--- config.mk ---
export PLATFORM = sky130hd
export DESIGN_NAME = btn_debouncer_bank
export DESIGN_NICKNAME = d
export VERILOG_FILES = /design/src/rtl/btn_debouncer_bank_pkg.sv /design/src/rtl/btn_debouncer_bank_btn_channel.sv /design/src/rtl/btn_debouncer_bank.sv
export SDC_FILE = /design/constraint.sdc
export NUM_CORES = 1
export LEC_CHECK = 0
export ABC_AREA = 0
export BUFFER_PORTS_ARGS = -buffer_cell sky130_fd_sc_hd__buf_2
export CORE_MARGIN = 8
export CORE_UTILIZATION = 50
export DETAILED_ROUTE_END_ITERATION = 10
export PLACE_DENSITY = 0.77
export SETUP_SLACK_MARGIN = 0.15
export SLEW_MARGIN = 5
export SYNTH_ARGS = -nofsm -noshare
export SYNTH_HDL_FRONTEND = slang
export SYNTH_SLANG_ARGS = --single-unit
--- constraint.sdc ---
create_clock -name clk -period 3.7 [get_ports clk]
set_clock_uncertainty 0.1 [all_clocks]
set_input_delay 0.37 -clock clk [delete_from_list [all_inputs] [get_ports clk]]
set_output_delay 0.37 -clock clk [all_outputs]
set_load 0.05 [all_outputs]
--- src/rtl/btn_debouncer_bank_pkg.sv ---
`default_nettype none
// ============================================================================
// Module   : btn_debouncer_bank_pkg
// Purpose  : Shared state encodings and sizing helpers for the debouncer bank.
// Revision : 1.0 - initial release
// ============================================================================
package btn_debouncer_bank_pkg;

    localparam logic [1:0] c_stReleased = 2'd0;
    localparam logic [1:0] c_stPressed  = 2'd1;
    localparam logic [1:0] c_stLong     = 2'd2;

    // 64-bit intermediate: the default 27 MHz * 100 us product overflows int.
    function automatic int tickCycles(input longint clkHz, input longint tickUs);
        return int'((clkHz * tickUs) / 64'd1_000_000);
    endfunction

    function automatic int cntWidth(input int limit);
        return (limit < 2) ? 1 : $clog2(limit + 1);
    endfunction

endpackage
`default_nettype wire

--- src/rtl/btn_debouncer_bank_btn_channel.sv ---
`default_nettype none
// ============================================================================
// Module   : btn_channel
// Purpose  : One debounced button: synchroniser, stability counter and
//            press/long/repeat state machine driven by a shared sample tick.
// Revision : 1.0 - initial release
// ============================================================================
module btn_channel
    import btn_debouncer_bank_pkg::*;
#(
    parameter int DEBOUNCE_TICKS = 10,
    parameter int HOLD_TICKS     = 5000,
    parameter int REPEAT_TICKS   = 1000,
    parameter bit ACTIVE_LOW     = 1'b1
) (
    input  logic clk,
    input  logic reset,
    input  logic tick,
    input  logic btnIn,
    output logic btnLevel,
    output logic btnPress,
    output logic btnRelease,
    output logic btnLong,
    output logic btnRepeat
);

    localparam int c_dbW      = cntWidth(DEBOUNCE_TICKS);
    localparam int c_holdW    = cntWidth(HOLD_TICKS);
    localparam int c_repW     = cntWidth(REPEAT_TICKS);
    localparam bit c_repeatOn = (REPEAT_TICKS > 0);

    localparam logic [c_dbW-1:0]   c_dbLast   = c_dbW'(DEBOUNCE_TICKS - 1);
    localparam logic [c_holdW-1:0] c_holdLast = c_holdW'(HOLD_TICKS - 1);
    localparam logic [c_holdW-1:0] c_holdMax  = c_holdW'(HOLD_TICKS);
    localparam logic [c_repW-1:0]  c_repLast  = c_repW'(c_repeatOn ? REPEAT_TICKS - 1 : 0);

    logic               r_syncMeta;
    logic               r_syncPin;
    logic               w_sampled;
    logic               r_level;
    logic [c_dbW-1:0]   r_dbCount;
    logic               w_differs;
    logic               w_flip;
    logic               w_pressEvt;
    logic               w_releaseEvt;

    logic [1:0]         r_state;
    logic [1:0]         w_stateNext;
    logic [c_holdW-1:0] r_holdCount;
    logic [c_repW-1:0]  r_repCount;
    logic               w_holdDue;
    logic               w_repeatDue;
    logic               w_longEvt;
    logic               w_repeatEvt;

    logic               r_press;
    logic               r_release;
    logic               r_long;
    logic               r_repeat;

    // Synchronisers idle at the unpressed pin level so reset never looks like a press.
    always_ff @(posedge clk) begin
        if (reset) begin
            r_syncMeta <= ACTIVE_LOW;
            r_syncPin  <= ACTIVE_LOW;
        end else begin
            r_syncMeta <= btnIn;
            r_syncPin  <= r_syncMeta;
        end
    end

    assign w_sampled    = r_syncPin ^ ACTIVE_LOW;
    assign w_differs    = (w_sampled != r_level);
    assign w_flip       = tick && w_differs && (r_dbCount == c_dbLast);
    assign w_pressEvt   = w_flip && !r_level;
    assign w_releaseEvt = w_flip && r_level;

    always_ff @(posedge clk) begin
        if (reset) begin
            r_level   <= 1'b0;
            r_dbCount <= '0;
        end else if (!w_differs) begin
            r_dbCount <= '0;
        end else if (tick) begin
            if (r_dbCount == c_dbLast) begin
                r_level   <= ~r_level;
                r_dbCount <= '0;
            end else begin
                r_dbCount <= r_dbCount + c_dbW'(1);
            end
        end
    end

    assign w_holdDue   = tick && (r_holdCount == c_holdLast);
    assign w_repeatDue = c_repeatOn && tick && (r_repCount == c_repLast);

    always_ff @(posedge clk) begin
        if (reset) begin
            r_state <= c_stReleased;
        end else begin
            r_state <= w_stateNext;
        end
    end

    always_comb begin
        w_stateNext = r_state;
        case (r_state)
            c_stReleased: begin
                if (w_pressEvt) w_stateNext = c_stPressed;
            end
            c_stPressed: begin
                if (w_releaseEvt)   w_stateNext = c_stReleased;
                else if (w_holdDue) w_stateNext = c_stLong;
            end
            c_stLong: begin
                if (w_releaseEvt) w_stateNext = c_stReleased;
            end
            default: w_stateNext = c_stReleased;
        endcase
    end

    // A release debounced on the same tick masks any long/repeat event.
    always_comb begin
        w_longEvt   = 1'b0;
        w_repeatEvt = 1'b0;
        case (r_state)
            c_stPressed: w_longEvt   = w_holdDue && !w_releaseEvt;
            c_stLong:    w_repeatEvt = w_repeatDue && !w_releaseEvt;
            default: begin
                w_longEvt   = 1'b0;
                w_repeatEvt = 1'b0;
            end
        endcase
    end

    always_ff @(posedge clk) begin
        if (reset || w_releaseEvt || (r_state == c_stReleased)) begin
            r_holdCount <= '0;
            r_repCount  <= '0;
        end else if (tick) begin
            if ((r_state == c_stPressed) && (r_holdCount != c_holdMax)) begin
                r_holdCount <= r_holdCount + c_holdW'(1);
            end
            if ((r_state == c_stLong) && c_repeatOn) begin
                r_repCount <= w_repeatDue ? '0 : r_repCount + c_repW'(1);
            end
        end
    end

    always_ff @(posedge clk) begin
        if (reset) begin
            r_press   <= 1'b0;
            r_release <= 1'b0;
            r_long    <= 1'b0;
            r_repeat  <= 1'b0;
        end else begin
            r_press   <= w_pressEvt;
            r_release <= w_releaseEvt;
            r_long    <= w_longEvt;
            r_repeat  <= w_repeatEvt;
        end
    end

    assign btnLevel   = r_level;
    assign btnPress   = r_press;
    assign btnRelease = r_release;
    assign btnLong    = r_long;
    assign btnRepeat  = r_repeat;

endmodule
`default_nettype wire

--- src/rtl/btn_debouncer_bank.sv ---
`default_nettype none
// ============================================================================
// Module   : btn_debouncer_bank
// Purpose  : NUM_BTNS button debouncers sharing one sample-tick prescaler,
//            with per-channel level and press/release/long/repeat pulses.
// Revision : 1.0 - initial release
// ============================================================================
module btn_debouncer_bank
    import btn_debouncer_bank_pkg::*;
#(
    parameter int NUM_BTNS       = 4,
    parameter int CLKIN_FREQ     = 27_000_000,
    parameter int TICK_US        = 100,
    parameter int DEBOUNCE_TICKS = 10,
    parameter int HOLD_TICKS     = 5000,
    parameter int REPEAT_TICKS   = 1000,
    parameter bit ACTIVE_LOW     = 1'b1
) (
    input  logic                clk,
    input  logic                reset,
    input  logic [NUM_BTNS-1:0] btn_in,
    output logic [NUM_BTNS-1:0] btn_level,
    output logic [NUM_BTNS-1:0] btn_press,
    output logic [NUM_BTNS-1:0] btn_release,
    output logic [NUM_BTNS-1:0] btn_long,
    output logic [NUM_BTNS-1:0] btn_repeat,
    output logic                any_press
);

    localparam int c_tickCycles = tickCycles(CLKIN_FREQ, TICK_US);
    localparam int c_prescW     = cntWidth(c_tickCycles - 1);
    localparam logic [c_prescW-1:0] c_prescLast = c_prescW'(c_tickCycles - 1);

    logic [c_prescW-1:0] r_prescale;
    logic                w_tick;

    // With one cycle per tick the counter stays at zero and tick is constant high.
    assign w_tick = (r_prescale == c_prescLast);

    always_ff @(posedge clk) begin
        if (reset || w_tick) begin
            r_prescale <= '0;
        end else begin
            r_prescale <= r_prescale + c_prescW'(1);
        end
    end

    generate
        for (genvar gi = 0; gi < NUM_BTNS; gi++) begin : g_chan
            btn_channel #(
                .DEBOUNCE_TICKS (DEBOUNCE_TICKS),
                .HOLD_TICKS     (HOLD_TICKS),
                .REPEAT_TICKS   (REPEAT_TICKS),
                .ACTIVE_LOW     (ACTIVE_LOW)
            ) u_chan (
                .clk        (clk),
                .reset      (reset),
                .tick       (w_tick),
                .btnIn      (btn_in[gi]),
                .btnLevel   (btn_level[gi]),
                .btnPress   (btn_press[gi]),
                .btnRelease (btn_release[gi]),
                .btnLong    (btn_long[gi]),
                .btnRepeat  (btn_repeat[gi])
            );
        end
    endgenerate

    assign any_press = |btn_press;

endmodule
`default_nettype wire
=== After elaboration in Yosys (flattened, before gate mapping) ===
Index checks and enable logic that the tools add are counted.

* Bits in registers: 156
* Bits in latches: 0
* Memory bits (writable): 0
* Bits in read-only memories: 0
* Input port bits: 6
* Logic and storage cells: 233
* Memories kept: 0

* $add $sub $neg: 13
* $mul: 0
* Div/mod/pow operators: 0
* Order comparisons: 0
* Eq/ne operators: 41
* Shift-type cells: 0
* Muxes and demuxes: 28
* Bitwise logic cells: 20
* Reductions and logical operators: 86

{| class="wikitable"
|+ Operator list
! operator !! number
|-
| $add A13 B1 Y13 const B || 4
|-
| $eq A13 B13 Y1 const B || 4
|-
| $ne A13 B13 Y1 const B || 4
|-
| $add A10 B1 Y10 const B || 4
|-
| $eq A10 B10 Y1 const B || 4
|-
| $mux W10 || 4
|-
| $logic_and A1 B1 Y1 || 36
|-
| $mux W2 || 16
|-
| $pmux W2 S3 || 4
|-
| $reduce_and A3 Y1 || 8
|-
| $reduce_or A2 Y1 || 12
|-
| $not A1 Y1 || 20
|-
| $add A4 B1 Y4 const B || 4
|-
| $eq A4 B4 Y1 const B || 4
|-
| $mux W4 || 4
|-
| $ne A2 B1 Y1 const B || 8
|-
| $reduce_and A2 Y1 || 8
|-
| $add A12 B1 Y12 const B || 1
|-
| $eq A12 B12 Y1 const B || 1
|-
| $ne A3 B1 Y1 const B || 4
|-
| $logic_or A1 B1 Y1 || 9
|-
| $eq A2 B1 Y1 const B || 4
|-
| $eq A2 B2 Y1 const B || 4
|-
| $logic_not A1 Y1 || 8
|-
| other kinds (3) || 9
|}

=== Longest topological paths before layout ===
* Word-level depth: 7
* Gate-level depth with buffers: 9
* Gate-level depth less buffers: 7

=== By module ===
A second synthesis with hierarchy kept.

* Cells, all modules: 830
* Area, all modules: 7,252.0 sq um

{| class="wikitable"
|+ By module, submodules not included
! module !! times used !! cells each !! area each (sq um) !! sequential area each (sq um)
|-
| btn_channel || 4 || 192 || 1,670.4 || 720.7
|-
| btn_debouncer_bank || 1 || 62 || 570.5 || 240.2
|}

=== Worst setup path before layout ===
OpenSTA, ideal clock, no wires.

* Path kind: register to register
* From: register r_prescale[6]
* To: register g_chan[3].u_chan.r_holdCount[2]
* Setup time: 70 ps
* Data arrival time: 2,263 ps
* Data required time: 3,530 ps
* Path slack: 1,267 ps
* Cell stages (with the launch flop): 8
* Buffers on the path: 2
* Clock period less this slack: 2,433 ps
* Cells stage by stage: dfxtp_1 or4_1 buf_2 buf_6 nor4_4 o41ai_2 or3b_1 a21oi_1

* Longest elaborated chain between the ends: 6

{| class="wikitable"
|+ RTL lines
! element !! line !! RTL
|-
| start, declared || btn_debouncer_bank.sv:34 || <nowiki>logic [c_prescW-1:0] r_prescale;</nowiki>
|-
| start signal, assigned || btn_debouncer_bank.sv:44 || <nowiki>r_prescale <= r_prescale + c_prescW'(1);</nowiki>
|-
| $eq A12 B12 Y1 (*) || btn_debouncer_bank.sv:38 || <nowiki>assign w_tick = (r_prescale == c_prescLast);</nowiki>
|-
| $logic_and A1 B1 Y1 (2 in series) || btn_debouncer_bank_btn_channel.sv:74 || <nowiki>assign w_flip = tick && w_differs && (r_dbCount == c_dbLast);</nowiki>
|-
| $logic_and A1 B1 Y1 || btn_debouncer_bank_btn_channel.sv:76 || <nowiki>assign w_releaseEvt = w_flip && r_level;</nowiki>
|-
| $logic_or A1 B1 Y1 (2 in series) || btn_debouncer_bank_btn_channel.sv:137 || <nowiki>if (reset || w_releaseEvt || (r_state == c_stReleased)) begin</nowiki>
|-
| end signal, assigned || btn_debouncer_bank_btn_channel.sv:142 || <nowiki>r_holdCount <= r_holdCount + c_holdW'(1);</nowiki>
|-
| end, declared || btn_debouncer_bank_btn_channel.sv:49 || <nowiki>logic [c_holdW-1:0] r_holdCount;</nowiki>
|}

Every way passes the cells marked *; elsewhere a longest branch is shown, timed or not.
A chain may end at the register's enable or synchronous reset.

=== Worst setup path after layout ===
* From: register r_prescale[6]
* To: register g_chan[3].u_chan.r_repCount[5]

* Longest elaborated chain between the ends: 6

{| class="wikitable"
|+ RTL lines
! element !! line !! RTL
|-
| $eq A12 B12 Y1 (*) || btn_debouncer_bank.sv:38 ||
|-
| $logic_and A1 B1 Y1 (2 in series) || btn_debouncer_bank_btn_channel.sv:74 ||
|-
| $logic_and A1 B1 Y1 || btn_debouncer_bank_btn_channel.sv:76 ||
|-
| $logic_or A1 B1 Y1 (2 in series) || btn_debouncer_bank_btn_channel.sv:137 ||
|-
| end signal, assigned || btn_debouncer_bank_btn_channel.sv:145 || <nowiki>r_repCount <= w_repeatDue ? '0 : r_repCount + c_repW'(1);</nowiki>
|-
| end, declared || btn_debouncer_bank_btn_channel.sv:50 || <nowiki>logic [c_repW-1:0] r_repCount;</nowiki>
|}

Marked as above.

==> flow_summary.json <==
{
  "required_ns": 3.87,
  "io_buffers": 26,
  "synthFlopType": "dfxtp_1",
  "worst_r2r_endpoint": "g_chan[3].u_chan.r_repCount[5]",
  "num_io_pins": 27,
  "antenna_found_initial": 0,
  "end_kind": "flip-flop",
  "antenna_left": 0,
  "start_util": 0.507,
  "arrival_ns": 3.14,
  "fin_nets": 887,
  "antenna_cells": 0,
  "setup_violations": 0,
  "rsz0062_at_grt": "no",
  "finalMaxSlewViolations": 0,
  "async_flop_share": 0,
  "dp.cells": 1033,
  "relSlewSlack": 0.375,
  "worstMarginPinSlew_ns": 0.929,
  "cp-start-kind": "flip-flop",
  "htreeDepth": 4,
  "worst_hold_path.endpoint": "g_chan[0].u_chan.r_syncMeta",
  "vias": 5892,
  "max-vdd-ir-drop_mv": 0.336,
  "hold_path.class": "input port to flip-flop",
  "reg2reg_setup_slack_ns": 0.73,
  "dieArea_um2": 18700,
  "die_y_um": 137,
  "placedInstanceArea_um2": 7480,
  "holdPathStages": 2,
  "fin_crit_sh": 0.803,
  "fmaxAchievable_mhz": 336,
  "post_cts_buffers": 0,
  "syn_inst": 866,
  "cts_sinks": 156,
  "cap_violations": 0,
  "drc": 0,
  "first_pass_iters": 5,
  "hold_buffers": 0,
  "grt-ovfl-total": 0,
  "gp_congestion": 0.808,
  "areaGrowthSynthToFinish_pct": 10.3,
  "avgSynthCellArea_um2": 8.44,
  "synth_seq_cells": 156,
  "row_count": 44,
  "finalNonFillerCells": 1063,
  "run_status": "completed",
  "leakage_nw": 2.63,
  "critPathMaxFanout": 17,
  "cts_resized": 0,
  "clkLatencyLatePin_ns": 0.42,
  "timing.rr.start": "r_prescale[6]",
  "drt_wl_total_mm": 14.8,
  "hp-start": "btn_in[0]",
  "grt_max_degree": 27,
  "grt_pass1_vias": 5322,
  "ys_seq_area_frac": 0.427,
  "grt_usage": 0.163,
  "power_mw": 3.48,
  "clkTransAtPathRegs_ns": 0.06,
  "drtIter0Drc": 517,
  "setup_tns_ns": 0,
  "hold_slack_ns": 0.0323,
  "drive_gt1_frac": 0.0990,
  "synthesis.nets": 885,
  "grt_first_pass_wirelength_mm": 24.8,
  "cts_buffer_depth": 2,
  "via_per_inst": 5.54,
  "hold_viol": 0,
  "cts_tree": "built",
  "p_per_area_nw_per_um2": 432,
  "wl_per_cell_um": 13.9,
  "cts_buffers": 17,
  "die_w_um": 137,
  "place_hpwl_mm": 9.90,
  "cts-root-buf": "clkbuf_16",
  "yosysWarnings": 0,
  "ys_types": 54,
  "fin_crit_ns": 2.97,
  "synth_enable_flop_cells": 0,
  "r2r_cells": 4,
  "crit_type": "flip-flop to flip-flop",
  "core_area_um2": 14400,
  "fin_area_um2": 8060,
  "netlist_area_um2": 7310
}
[worst max-delay path by stage]
stage / start / endpoint / slack [ns] / cells past startpoint
after floorplan: r_prescale[6] / g_chan[3].u_chan.r_holdCount[2] / 1.27 / 7
after global placement: r_prescale[6] / g_chan[3].u_chan.r_repCount[5] / 0.77 / 4
after detailed placement: r_prescale[6] / g_chan[3].u_chan.r_repCount[6] / 0.70 / 4
after CTS: r_prescale[6] / g_chan[3].u_chan.r_repCount[5] / 0.71 / 4
after global routing: r_prescale[6] / g_chan[3].u_chan.r_repCount[5] / 0.55 / 4
final: r_prescale[6] / g_chan[3].u_chan.r_repCount[5] / 0.73 / 4
[worst max-delay path: stages, from the launching register on]
cell and delay [ns]:
dfxtp_1 0.34, or4_1 0.78, or3_1 0.71, o31ai_1 0.79, nor2_1 0.11
[per-stage QoR]
step	setup WS, ns	utilization
detailed placement	0.705	0.518
finish	0.727	0.559
global placement	0.771	0.518
floorplan	1.27	-
CTS	0.705	0.559
global route	0.550	0.559
[cells in the final DEF, fill, tap and decap left out, drive strengths merged, types with 5 or more instances in the layout]
cell,netlist,final
nor2,120,120
nand3,51,51
nand2b,12,12
a311oi,5,5
nand4,29,29
nand3b,9,9
ha,13,13
buf,32,38
o21ai,28,28
nor3,15,15
or3,20,20
dfxtp,156,156
a21oi,49,49
xnor2,28,28
nor2b,16,16
nand4b,5,5
and3,21,21
inv,13,13
or2,10,10
nor4,27,27
xor2,50,50
or4,12,12
nor4b,5,5
and4b,6,6
clkbuf,23,22
nand2,75,75
[metal layers]
layer / part of all wire / track usage
met3: 0.040 / 0.0463
met2: 0.46 / 0.260
met4: 0.0093 / 0.0501
met5: 0 / 0
met1: 0.49 / 0.210
[logic make-up (layout without fill, tap and decap cells)]
| logic type | count (synthesis) | count (layout) | synth area share |
|---|---|---|---|
| AOI/OAI and AO/OA | 99 | 99 | 0.0787 |
| xor gates and xnor gates | 78 | 78 | 0.0935 |
| adders and majority gates | 13 | 13 | 0.0223 |
| buffers and inverters | 68 | 81 | 0.0478 |
| DFF | 156 | 156 | 0.427 |
| muxes | 3 | 3 | 0.00411 |
| and+or+nand+nor | 449 | 449 | 0.326 |
[synthesized netlist by cell type (10+ instances only)]
cell      instances  area (µm²)
dfxtp_1         156        3120
o21ai_0          28         140
a21oi_1          49         245
clkbuf_1         23        86.3
nand4_1          29         181
and3_1           21         131
xor2_1           50         438
or4_1            12        90.1
nand2_1          75         282
nand2b_1         12        75.1
nor3_1           15        75.1
xnor2_1          28         245
nor2_1          120         450
or3_1            20         125
buf_4            20         150
inv_1            13        48.8
nand3_1          51         255
ha_1             13         163
nor2b_1          16         100
nor4_1           24         150
or2_2            10        62.6
[cell type report]
type | instances | area, µm²
well taps | 184 | 230
clock buffers | 22 | 464
flip-flops and latches | 156 | 3120
fillers | 1305 | 6360
clock inverters | 8 | 118
inverters | 13 | 48.8
repair buffers | 38 | 220
multi-input cells | 642 | 3850
[where the power goes]
part           internal [mW]  switching, mW
clock network           1.08          0.646
logic                 0.0180         0.0322
registers               1.69         0.0107
[registers in the layout, indices dropped and copies added (netlist names)]
| name | count |
|---|---|
| g_chan.u_chan.btnLevel | 4 |
| g_chan.u_chan.btnLong | 4 |
| g_chan.u_chan.btnPress | 4 |
| g_chan.u_chan.btnRelease | 4 |
| g_chan.u_chan.btnRepeat | 4 |
| g_chan.u_chan.r_dbCount | 16 |
| g_chan.u_chan.r_holdCount | 52 |
| g_chan.u_chan.r_repCount | 40 |
| g_chan.u_chan.r_state | 8 |
| g_chan.u_chan.r_syncMeta | 4 |
| g_chan.u_chan.r_syncPin | 4 |
| r_prescale | 12 |
No activity file was read; power rests on OpenSTA's default activity.
